`config.mk`:
```
export PLATFORM = sky130hd
export DESIGN_NAME = deserializador
export DESIGN_NICKNAME = d
export VERILOG_FILES = /design/src/rtl/deserializador.sv
export SDC_FILE = /design/constraint.sdc
export NUM_CORES = 1
export LEC_CHECK = 0
export CAP_MARGIN = 10
export CORE_ASPECT_RATIO = 0.75
export CORE_MARGIN = 2
export CORE_UTILIZATION = 47
export DETAILED_ROUTE_END_ITERATION = 10
export PLACE_DENSITY = 0.73
export SLEW_MARGIN = 20
export SYNTH_ARGS = -nofsm -noshare
export SYNTH_HDL_FRONTEND = slang
export SYNTH_SLANG_ARGS = --single-unit
```
`constraint.sdc`:
```
create_clock -name clk -period 1.3 [get_ports clk]
set_input_delay 0.195 -clock clk [delete_from_list [all_inputs] [get_ports clk]]
set_output_delay 0.195 -clock clk [all_outputs]
set_load 0.02 [all_outputs]
```
`src/rtl/deserializador.sv`:
```
// Serial-to-parallel receiver for start / data / optional even parity / stop frames.
// A frame ends in a one-cycle valid, err_paridad or err_trama pulse.
module deserializador #(
  parameter int WIDTH     = 4,
  parameter int PARITY_EN = 1
) (
  input  logic             clk,
  input  logic             rst_n,
  input  logic             enb,
  input  logic             dir,
  input  logic             s_in,
  output logic [WIDTH-1:0] q,
  output logic             valid,
  output logic             err_paridad,
  output logic             err_trama,
  output logic             busy
);

  localparam int CW = $clog2(WIDTH + 1);
  localparam logic [CW-1:0] LAST_BIT = CW'(WIDTH - 1);

  typedef enum logic [1:0] {
    IDLE   = 2'd0,
    DATA   = 2'd1,
    PARITY = 2'd2,
    STOP   = 2'd3
  } state_t;

  state_t           state;
  logic [CW-1:0]    cnt;
  logic [WIDTH-1:0] shreg;
  logic [WIDTH-1:0] shreg_next;
  logic             dir_l;
  logic             mismatch;

  // dir_l = 0: first bit lands in the MSB; dir_l = 1: first bit lands in the LSB.
  always_comb begin
    shreg_next = shreg;
    if (dir_l) shreg_next = {s_in, shreg[WIDTH-1:1]};
    else       shreg_next = {shreg[WIDTH-2:0], s_in};
  end

  always_ff @(posedge clk or negedge rst_n) begin
    if (!rst_n) begin
      state       <= IDLE;
      cnt         <= '0;
      shreg       <= '0;
      dir_l       <= 1'b0;
      mismatch    <= 1'b0;
      q           <= '0;
      valid       <= 1'b0;
      err_paridad <= 1'b0;
      err_trama   <= 1'b0;
      busy        <= 1'b0;
    end else begin
      valid       <= 1'b0;
      err_paridad <= 1'b0;
      err_trama   <= 1'b0;
      if (enb) begin
        case (state)
          IDLE: begin
            if (!s_in) begin
              state    <= DATA;
              cnt      <= '0;
              dir_l    <= dir;
              mismatch <= 1'b0;
              busy     <= 1'b1;
            end
          end
          DATA: begin
            shreg <= shreg_next;
            cnt   <= cnt + CW'(1);
            if (cnt == LAST_BIT) state <= (PARITY_EN != 0) ? PARITY : STOP;
          end
          PARITY: begin
            // Even parity: the parity bit must equal the XOR of the data bits.
            mismatch <= (s_in != ^shreg);
            state    <= STOP;
          end
          STOP: begin
            state <= IDLE;
            busy  <= 1'b0;
            if (!s_in) begin
              err_trama <= 1'b1;
            end else if (mismatch) begin
              err_paridad <= 1'b1;
            end else begin
              q     <= shreg;
              valid <= 1'b1;
            end
          end
          default: begin
            state <= IDLE;
            busy  <= 1'b0;
          end
        endcase
      end
    end
  end

endmodule
```
==> out/results.txt <==
YS warnings: 0
clock sink count: 19
register bit total from synthesis: 19
type of origin of the critical path: flop
worst path required time: 1490 ps
DR vias: 651
status: finished with violations
Final Hold Viols: 0
Final WS setup: -70.7 ps
Design Area, Final: 1260 um2
GRT overflow: 0
max frequency: 0.730 GHz
Core Area: 1790 um2
antenna violations before repair: 0
drt first pass iters: 4
critical path's slowest cell: dfrtp_1
DIE HEIGHT: 42.5 um
largest cells by area after synthesis: dfrtp_1 51%, mux2_2 8.5%, ha_1 8.1%
Yosys top cell by area: dfrtp_1
Reg-to-Reg Start: state[0]
share of layout cells above drive strength 1: 36.8%
Leak Pwr: 0.631 nW
WL/cell: 13.5 um
Port Buffer Count: 12
crit path kind: reg2reg
Global Route Usage Sum: 17.2%
top-count cell post-synth: dfrtp_1
Worst Setup End Kind: flop
row cnt: 13
critical path's top delay family: flip-flops
path category of the worst min-delay check: in2async
Max Slew Vio Count: 0
TritonCTS Buffers: 3
CP arrival: 1570 ps
total of max-cap violations: 0
DIE AREA: 2350 um2
CTS tree: done
Max IR drop VDD: 0.00132 V
CP max FO: 4
synthesized instance count: 77
Tmin final: 1370 ps
Yosys cell types: 27
failing checks: negative setup slack
R2R depth: 5
Reg2Reg Capture Point: state[1]
num ports: 13
cts hold-fix bufs: 0
Syn Nets: 88
Post-CTS Setup Bufs: 0
drt first-iter violations: 7
Layout area overhead: 35.6%
Final Skew: 7.39 ps
hpwl dp: 1270 um
worst path bufs/invs: 1
Cell Area, Synth: 928 um2
final WL: 1720 um
post-synthesis sequential area ratio: 51.2%
Worst Tran Pin Value: 249 ps
DRC viols: 0
Initial Utilization: 51.9%
pwr dens: 2270 nW/um2
Tcrit/Tclk final: 105%
vias per cell: 5.09
relative slew slack: 83.4%
number of diodes: 0
Clock Path Buffers: 2
Synth top area share: 51.2%
clock latency on the worst-skew pair: 300 ps
RSZ-0062 raised after global routing: true
routability congestion estimate: 0.747
Clk pin slew, worst setup/hold paths: 110 ps
Setup violations, final: 10
# nets final: 118
Root Driver: clkbuf_4
Post-synth EDFFs: 0
r2r setup slk: -70 ps
Most used DFF post-synth: dfrtp_1
Placed Area: 1210 um2
Avg Cell Area, Syn: 12.1 um2
Synth top cells by count: 19 x dfrtp_1, 7 x mux2_2, 6 x ha_1, 6 x inv_1
vias in the first global route: 655
CP Cell Sequence: inv_2, ha_4, a21boi_4, o21ai_2, mux2_4
Tot Pwr: 2.86 mW
Antenna Nets Post-Route: 0
first-pass GRT wire length: 3040 um
FFs w/ async S/R, synth: 100%
largest net degree at the start of global routing: 20
Core Util, Final: 70.3%
max incr delay on CP: 430 ps
H-tree Lvls: 1
die width: 55.3 um
Hold Slack: 211 ps
registers in the layout, indices dropped and copies added (netlist names), 2 cells and up:
name   cells
cnt        3
q          4
shreg      4
state      2
cell families (layout without fill, tap and decap cells):
group                      Yosys count  in the layout  synth area share, %
and+or+nand+nor                     16             16                 8.90
AOI/OAI and AO/OA                   12             12                 9.84
DFF                                 19             19                 51.2
buffers and inverters                9             38                 3.77
xor gates and xnor gates             3              3                 4.31
muxes                               12             12                 13.9
adders and majority gates            6              6                 8.09
layer usage:
layer	part of all wire (%)	vias up	global-route usage, %
met4	0.70	0	4.39
met5	0	-	0
met2	46	18	29.3
met1	48	311	21.0
li1	-	320	-
met3	5.5	2	5.86
placed cells by master, fill, tap and decap left out:
cell,count
clkbuf_1,1
a21oi_1,4
clkbuf_4,3
ha_1,1
nand3b_1,1
buf_6,2
o22ai_1,1
a22o_1,1
o21ai_0,1
nand2b_1,1
a21boi_4,1
o21a_1,1
ha_2,4
dfrtp_1,18
dlygate4sd2_1,8
dfrtp_2,1
mux2_4,7
o21ai_2,1
a32o_2,1
o21ai_1,1
and4_1,1
nand4b_1,1
inv_2,2
ha_4,1
and2_2,1
xnor2_1,1
nor2_1,5
or2_2,1
mux2i_1,5
nand3_1,1
buf_4,14
clkdlybuf4s50_1,4
xor2_1,1
inv_1,4
xnor3_1,1
nand2_1,4
stage by stage:
| step | worst slack (ps) | instances | setup TNS (ps) |
|---|---|---|---|
| finish | -70.7 | 128 | -361 |
| global route | -158 | 128 | -1120 |
| CTS | -82.8 | 128 | -441 |
| detailed placement | -281 | 124 | -2540 |
| global placement | -240 | 124 | -2070 |
| floorplan | -22.3 | 77 | -44.7 |
report_power, final:
group          total [mW]  leakage, nW  switching, mW  internal, mW
clock network       0.300       0.0150          0.180         0.119
logic                1.52        0.389          0.637         0.882
registers            1.04        0.227          0.200         0.842
total                2.86        0.631           1.02          1.84
worst max-delay path by stage:
stage / slack [ps] / startpoint / cells after the start / to
2_1_floorplan: -20 / state[0] / 5 / state[0]
3_3_place_gp: -240 / s_in / 5 / state[0]
6_report: -70 / state[0] / 5 / state[1]
5_1_grt: -160 / state[0] / 5 / state[1]
4_1_cts: -80 / state[0] / 5 / state[0]
3_5_place_dp: -280 / s_in / 5 / state[0]
timing repair:
| item | 4_1_cts | 5_1_grt |
|---|---|---|
| pin swaps | 3 | 1 |
| resized for setup | 17 | 2 |
| setup endpoints to repair | 18 | 15 |
cell type report:
cell class	instances	area [um2]
clock buffer	4	26.3
fill	144	531
inverter	6	22.5
multi-input combinational	49	468
sequential	19	477
tap	22	27.5
timing repair buffer	28	238
Note: power is estimated with default switching activity, not from simulation.
